### src/rtl/boruss_cpu_pkg.sv
// Shared definitions for the Boruss CPU control path: state codes, opcodes,
// flag bit positions and the width-dependent HALT/RETI instruction encodings.
package boruss_cpu_pkg;

    typedef enum logic [2:0] {
        ST_FETCH     = 3'd0,
        ST_DECODE    = 3'd1,
        ST_EXECUTE   = 3'd2,
        ST_WRITEBACK = 3'd3,
        ST_HALT      = 3'd4,
        ST_IRQ       = 3'd5,
        ST_RSVD6     = 3'd6,
        ST_RSVD7     = 3'd7
    } state_t;

    localparam logic [3:0] OP_JMP = 4'h8;
    localparam logic [3:0] OP_JZ  = 4'h9;
    localparam logic [3:0] OP_JNZ = 4'hA;
    localparam logic [3:0] OP_JC  = 4'hB;
    localparam logic [3:0] OP_JNC = 4'hC;
    localparam logic [3:0] OP_JN  = 4'hD;
    localparam logic [3:0] OP_JP  = 4'hE;
    localparam logic [3:0] OP_CMP = 4'hF;

    localparam int FLAG_Z = 0;
    localparam int FLAG_C = 1;
    localparam int FLAG_N = 2;

    typedef logic [2:0] flags_t;

    // All-ones instruction word of width w (w <= 32).
    function automatic logic [31:0] halt_code(input int w);
        if (w >= 32)
            return '1;
        return (32'd1 << w) - 32'd1;
    endfunction

    function automatic logic [31:0] reti_code(input int w);
        return halt_code(w) - 32'd1;
    endfunction

endpackage

### src/rtl/boruss_branch_unit.sv
// Conditional-jump resolver: decides from the opcode and the stored Z/C/N
// flags whether a jump instruction is taken. Non-jump opcodes never take.
module boruss_branch_unit
    import boruss_cpu_pkg::*;
(
    input  logic [3:0] opcode,
    input  flags_t     flags,
    output logic       take_jump
);

    always_comb begin
        take_jump = 1'b0;
        case (opcode)
            OP_JMP:  take_jump = 1'b1;
            OP_JZ:   take_jump = flags[FLAG_Z];
            OP_JNZ:  take_jump = ~flags[FLAG_Z];
            OP_JC:   take_jump = flags[FLAG_C];
            OP_JNC:  take_jump = ~flags[FLAG_C];
            OP_JN:   take_jump = flags[FLAG_N];
            OP_JP:   take_jump = ~flags[FLAG_N];
            default: take_jump = 1'b0;
        endcase
    end

endmodule

### src/rtl/boruss_cpu_ctrl_fsm.sv
// Boruss CPU control FSM: fetch/decode/execute/writeback sequencing with
// wait-state fetch, ALU stall, one maskable interrupt, RETI and HALT wake-up.
module boruss_cpu_ctrl_fsm
    import boruss_cpu_pkg::*;
#(
    parameter int                DATA_W       = 8,
    parameter int                ADDR_W       = 8,
    parameter logic [ADDR_W-1:0] RESET_VECTOR = '0,
    parameter logic [ADDR_W-1:0] IRQ_VECTOR   = ADDR_W'('h80)
) (
    input  logic              clk,
    input  logic              reset,
    output logic              imem_req,
    output logic [ADDR_W-1:0] imem_addr,
    input  logic              imem_ack,
    input  logic [DATA_W-1:0] imem_rdata,
    input  logic              alu_busy,
    input  logic [ADDR_W-1:0] alu_result,
    input  logic              alu_zero,
    input  logic              alu_carry,
    input  logic              alu_neg,
    input  logic              irq,
    input  logic              irq_en_set,
    output logic [2:0]        state,
    output logic [ADDR_W-1:0] pc,
    output logic [DATA_W-1:0] instr,
    output logic [3:0]        opcode,
    output logic [1:0]        dest_reg,
    output logic [1:0]        src_reg,
    output logic              update_regs,
    output logic              update_flags,
    output logic              jump_taken,
    output logic              irq_ack,
    output logic              halted
);

    localparam logic [31:0]       HALT32     = halt_code(DATA_W);
    localparam logic [31:0]       RETI32     = reti_code(DATA_W);
    localparam logic [DATA_W-1:0] HALT_INSTR = HALT32[DATA_W-1:0];
    localparam logic [DATA_W-1:0] RETI_INSTR = RETI32[DATA_W-1:0];

    state_t            state_reg, state_next;
    logic [ADDR_W-1:0] pc_reg;
    logic [ADDR_W-1:0] epc_reg;
    logic [DATA_W-1:0] instr_reg;
    flags_t            flags_reg;
    flags_t            saved_flags_reg;
    logic              ie_reg;

    logic              is_halt;
    logic              is_reti;
    logic              is_alu_op;
    logic              is_cmp;
    logic              take_jump;
    logic              irq_pending;
    logic [ADDR_W-1:0] pc_inc;
    flags_t            alu_flags;

    assign opcode      = instr_reg[DATA_W-1 -: 4];
    assign dest_reg    = instr_reg[3:2];
    assign src_reg     = instr_reg[1:0];
    assign instr       = instr_reg;
    assign pc          = pc_reg;
    assign imem_addr   = pc_reg;
    assign state       = state_reg;
    assign halted      = (state_reg == ST_HALT);

    assign is_halt     = (instr_reg == HALT_INSTR);
    assign is_reti     = (instr_reg == RETI_INSTR);
    assign is_alu_op   = ~opcode[3];
    assign is_cmp      = (opcode == OP_CMP);
    assign irq_pending = irq & ie_reg;
    assign pc_inc      = pc_reg + ADDR_W'(1);

    assign alu_flags[FLAG_Z] = alu_zero;
    assign alu_flags[FLAG_C] = alu_carry;
    assign alu_flags[FLAG_N] = alu_neg;

    // Gated by reset so the request drops the moment reset asserts, not at the next edge.
    assign imem_req = (state_reg == ST_FETCH) & reset;

    boruss_branch_unit u_branch (
        .opcode    (opcode),
        .flags     (flags_reg),
        .take_jump (take_jump)
    );

    always_comb begin
        state_next   = state_reg;
        update_regs  = 1'b0;
        update_flags = 1'b0;
        jump_taken   = 1'b0;
        irq_ack      = 1'b0;
        case (state_reg)
            ST_FETCH: begin
                if (imem_ack)
                    state_next = ST_DECODE;
            end
            ST_DECODE: begin
                if (is_halt)
                    state_next = ST_HALT;
                else if (is_reti)
                    state_next = ST_WRITEBACK;
                else
                    state_next = ST_EXECUTE;
            end
            ST_EXECUTE: begin
                if (!alu_busy)
                    state_next = ST_WRITEBACK;
            end
            ST_WRITEBACK: begin
                if (!is_reti) begin
                    if (is_alu_op) begin
                        update_regs  = 1'b1;
                        update_flags = 1'b1;
                    end else if (is_cmp) begin
                        update_flags = 1'b1;
                    end else begin
                        jump_taken = take_jump;
                    end
                end
                state_next = irq_pending ? ST_IRQ : ST_FETCH;
            end
            ST_HALT: begin
                if (irq_pending)
                    state_next = ST_IRQ;
            end
            ST_IRQ: begin
                irq_ack    = 1'b1;
                state_next = ST_FETCH;
            end
            default: state_next = ST_FETCH;
        endcase
    end

    always_ff @(posedge clk or negedge reset) begin
        if (!reset) begin
            state_reg       <= ST_FETCH;
            pc_reg          <= RESET_VECTOR;
            epc_reg         <= '0;
            instr_reg       <= '0;
            flags_reg       <= '0;
            saved_flags_reg <= '0;
            ie_reg          <= 1'b0;
        end else begin
            state_reg <= state_next;
            if (irq_en_set)
                ie_reg <= 1'b1;
            case (state_reg)
                ST_FETCH: begin
                    if (imem_ack)
                        instr_reg <= imem_rdata;
                end
                ST_WRITEBACK: begin
                    if (is_reti) begin
                        pc_reg    <= epc_reg;
                        flags_reg <= saved_flags_reg;
                        ie_reg    <= 1'b1;
                    end else begin
                        pc_reg <= jump_taken ? alu_result : pc_inc;
                        if (update_flags)
                            flags_reg <= alu_flags;
                    end
                end
                ST_HALT: begin
                    // Advancing here makes the IRQ state save the address after HALT.
                    if (irq_pending)
                        pc_reg <= pc_inc;
                end
                ST_IRQ: begin
                    epc_reg         <= pc_reg;
                    saved_flags_reg <= flags_reg;
                    pc_reg          <= IRQ_VECTOR;
                    ie_reg          <= 1'b0;
                end
                default: ;
            endcase
        end
    end

endmodule

### config.mk
export PLATFORM = sky130hd
export DESIGN_NAME = boruss_cpu_ctrl_fsm
export DESIGN_NICKNAME = d
export VERILOG_FILES = /design/src/rtl/boruss_cpu_pkg.sv /design/src/rtl/boruss_branch_unit.sv /design/src/rtl/boruss_cpu_ctrl_fsm.sv
export SDC_FILE = /design/constraint.sdc
export NUM_CORES = 1
export LEC_CHECK = 0
export ABC_AREA = 1
export CORE_MARGIN = 1
export CORE_UTILIZATION = 40
export DETAILED_ROUTE_END_ITERATION = 12
export PLACE_DENSITY = 0.69
export SETUP_SLACK_MARGIN = 0.15
export SLEW_MARGIN = 20
export SYNTH_ARGS = -nofsm -noshare
export SYNTH_HDL_FRONTEND = slang
export SYNTH_HIERARCHICAL = 1
export SYNTH_SLANG_ARGS = --single-unit
### constraint.sdc
create_clock -name clk -period 1.8 [get_ports clk]
set_input_delay 0.27 -clock clk [delete_from_list [all_inputs] [get_ports clk]]
set_output_delay 0.27 -clock clk [all_outputs]
set_load 0.01 [all_outputs]
==> flow_metrics.py <==
metrics = {
    "critical_path": {
        "crit_start": "instr[7]$_DFFE_PN0P_",
        "reg2reg_to": "imem_addr[7]$_DFFE_PN0P_",
        "rr_worst_depth": 14,
        "start_kind": "flop",
        "worst_ep_required_time_ns": 1.53,
        "crit_type": "flop to primary output",
        "critPathMaxFanout": 4,
        "arrival_ns": 1.55,
        "worst_setup_path_end_kind": "primary output",
        "r2r_slack_ns": 0.07,
        "r2r-start": "instr[7]$_DFFE_PN0P_",
    },
    "clock_tree": {
        "cts.sinks": 34,
        "insertion_delay_ns": 0.28,
        "cts_tree": "yes",
        "clk_pin_slew_worst_paths_ns": 0.07,
        "cts_buffers": 5,
        "cts.path.max_buffers": 2,
        "root_buffer": "clkbuf_8",
        "cts_max_level": 2,
    },
    "min_path": {
        "holdPathEnd": "epc_reg[4]$_DFFE_PN0P_",
        "hold_class": "flop to flop",
        "hp-start": "epc_reg[4]$_DFFE_PN0P_",
        "min_path_cells": 2,
    },
    "pwr": {
        "comb_power_share": 0.634,
        "ir_drop_mv": 0.834,
        "internal-power_uw": 3210,
        "pwr-share-seq": 0.263,
        "p_clk_frac": 0.103,
        "power_density_nw_per_um2": 1840,
        "p_total_uw": 5770,
        "net-switching-power_uw": 2560,
        "switching_share": 0.444,
        "cellLeakagePower_uw": 0.00157,
    },
    "layout": {
        "multi_input_area_sq_um": 1080,
        "n_antenna_cell": 0,
        "stdcell_area_sq_um": 3140,
        "area_delta_synth_final_pct": 43.6,
        "fin_nets": 388,
        "nFillCells": 457,
        "drive_gt1_frac": 0.240,
        "register_area_sq_um": 856,
    },
    "logic_synthesis": {
        "ys_ff_latch": 34,
        "syn_area_sq_um": 2180,
        "netlist_instances": 283,
        "yosys_warnings": 6,
        "syn_area_per_cell_sq_um": 7.72,
        "yosys.area_share.simple": 0.293,
        "synthArstFlopShare": 1.00,
        "synth_xor_area_frac": 0.0120,
        "synth_top_family_by_area": "simple AND/OR/NAND/NOR gates",
        "synth_edf_count": 0,
        "seq_area_frac_synth": 0.389,
        "synth_fp_nets": 309,
        "synthMuxAreaShare": 0.0309,
        "synth_ff_type": "dfrtp_1",
        "yosysUniqueCellTypes": 36,
        "synth-compound-area-share": 0.134,
        "synth_fa_ha_area_frac": 0.00573,
    },
    "placement": {
        "gp_congestion": 0.828,
        "place_area_sq_um": 2950,
        "place_ws_ns": -0.143,
        "dp_hpwl_microns": 4060,
        "portBuffers": 65,
    },
    "floorplanning": {
        "io_pins": 66,
        "fp.coreArea_sq_um": 5170,
        "initial_core_util": 0.422,
        "die_x_microns": 75.9,
        "die_y_microns": 75.9,
        "row_count": 26,
        "die_area_sq_um": 5760,
    },
    "status": {
        "run_status": "complete, but fails checks",
        "violations": "setup timing",
    },
    "global_route": {
        "grt_pass1_wl_microns": 9810,
        "antenna_found_initial": 0,
        "grt_pass1_vias": 2148,
        "groute.usage.overall": 0.211,
        "grt.overflow.total": 0,
        "grt_max_degree": 35,
    },
    "timing": {
        "finClkSkew_ns": 0.00523,
        "period_share": 1.01,
        "setup_slack_ns": -0.0213,
        "whs_ns": 0.490,
        "maxSlewHeadroom": 0.695,
        "rsz0062_at_grt": "yes",
        "slew_violations": 0,
        "tightest_slew_ns": 0.457,
        "max_freq_ghz": 0.549,
        "fin_crit_ns": 1.82,
        "hold_violations": 0,
        "setup_viol": 1,
    },
    "job": {
        "maxCapViolations": 0,
    },
    "detailed_routing": {
        "wire_per_inst_microns": 13.1,
        "drt_iter0_drc": 100,
        "final_antenna_net_count": 0,
        "routed_wirelength_microns": 5680,
        "drc_errors": 0,
        "first_pass_iters": 4,
        "avgViaCountPerCell": 4.95,
        "route.vias.total": 2142,
    },
}
## stage by stage
| step | std cells | TNS (ns) | utilization |
|---|---|---|---|
| 2_1_floorplan | 283 | 0 | - |
| 3_3_place_gp | 417 | -0.0985 | 0.571 |
| 3_5_place_dp | 417 | -0.178 | 0.571 |
| 4_1_cts | 431 | 0 | 0.601 |
| 5_1_grt | 433 | -0.428 | 0.606 |
| 6_report | 433 | -0.0213 | 0.606 |
## placed cells by master (no fill, tap or decap), types with 7 or more instances in the layout
cell              n
o21ai_1           8
dlygate4sd2_1     7
dfrtp_1          30
nand2_2           7
nand3_1          23
o21ai_2           8
nand2_1          54
o21ai_0           9
clkdlybuf4s50_1  50
a21oi_1          12
buf_4            23
nor2_1           22
inv_1            30
## kinds of logic (layout without fill, tap and decap cells)
kind of cell,Yosys count,in the layout
AND/OR/NAND/NOR,131,131
buffers and inverters,60,140
AO/OA/AOI/OAI,48,48
flip-flops,34,34
multiplexers,6,6
XOR/XNOR,3,3
adder cells (fa/ha/maj),1,1
## metal layers
layer,global-route usage,vias to the layer above,routed length (microns)
li1,-,1050,-
met1,0.273,1027,2560
met2,0.359,57,2820
met3,0.0361,8,219
met4,0.0673,0,81
met5,0,-,0
## Yosys cell counts (all sizes together), types with 2 or more instances
cell type / n / share of area
o21ai: 25 / 0.071
o21bai: 2 / 0.0069
nor2: 33 / 0.073
nand2: 63 / 0.12
nand3: 26 / 0.068
nand3b: 2 / 0.0069
and3: 2 / 0.0057
a21oi: 16 / 0.040
inv: 37 / 0.065
nor3: 3 / 0.012
dfrtp: 34 / 0.39
clkinv: 3 / 0.0052
buf: 19 / 0.063
xor2: 3 / 0.012
o22ai: 3 / 0.0086
mux2: 6 / 0.031
## critical path, stage by stage, from the launching register on
cell	delay, ns
dfrtp_1	0.41
buf_4	0.14
buf_6	0.11
buf_4	0.14
clkdlybuf4s50_1	0.47
## worst max-delay path by stage
stage | endpoint | slack, ns
after floorplan | jump_taken | 0.20
after global placement | jump_taken | -0.07
after detailed placement | jump_taken | -0.14
after CTS | jump_taken | 0.0008
after global routing | imem_addr[7]$_DFFE_PN0P_ | -0.09
final | opcode[3] | -0.02
## power by group through the flow
stage                     combinational, uW  sequential (uW)  clock (uW)
after detailed placement               3480             1510           0
final                                  3660             1520         596
after global placement                 3420             1500           0
after floorplan                        2060             1590           0
after global routing                   4040             1590         627
after CTS                              3610             1510         595
## area by class of cell
cell class / instances / area share
clock inverters: 1 / 0.00160
well taps: 70 / 0.0279
multi-input cells: 189 / 0.345
clock buffers: 7 / 0.0275
flip-flops and latches: 34 / 0.273
inverters: 40 / 0.0487
repair buffers: 92 / 0.276
## what timing repair did
| action | CTS | global route |
|---|---|---|
| pin swaps | 6 | 2 |
| resized for setup | 35 | 16 |
| endpoints found under the setup margin | 15 | 20 |
| buffers inserted | 6 | 2 |
| hold buffers | 0 | 0 |
(Power assumes the default switching activity.)
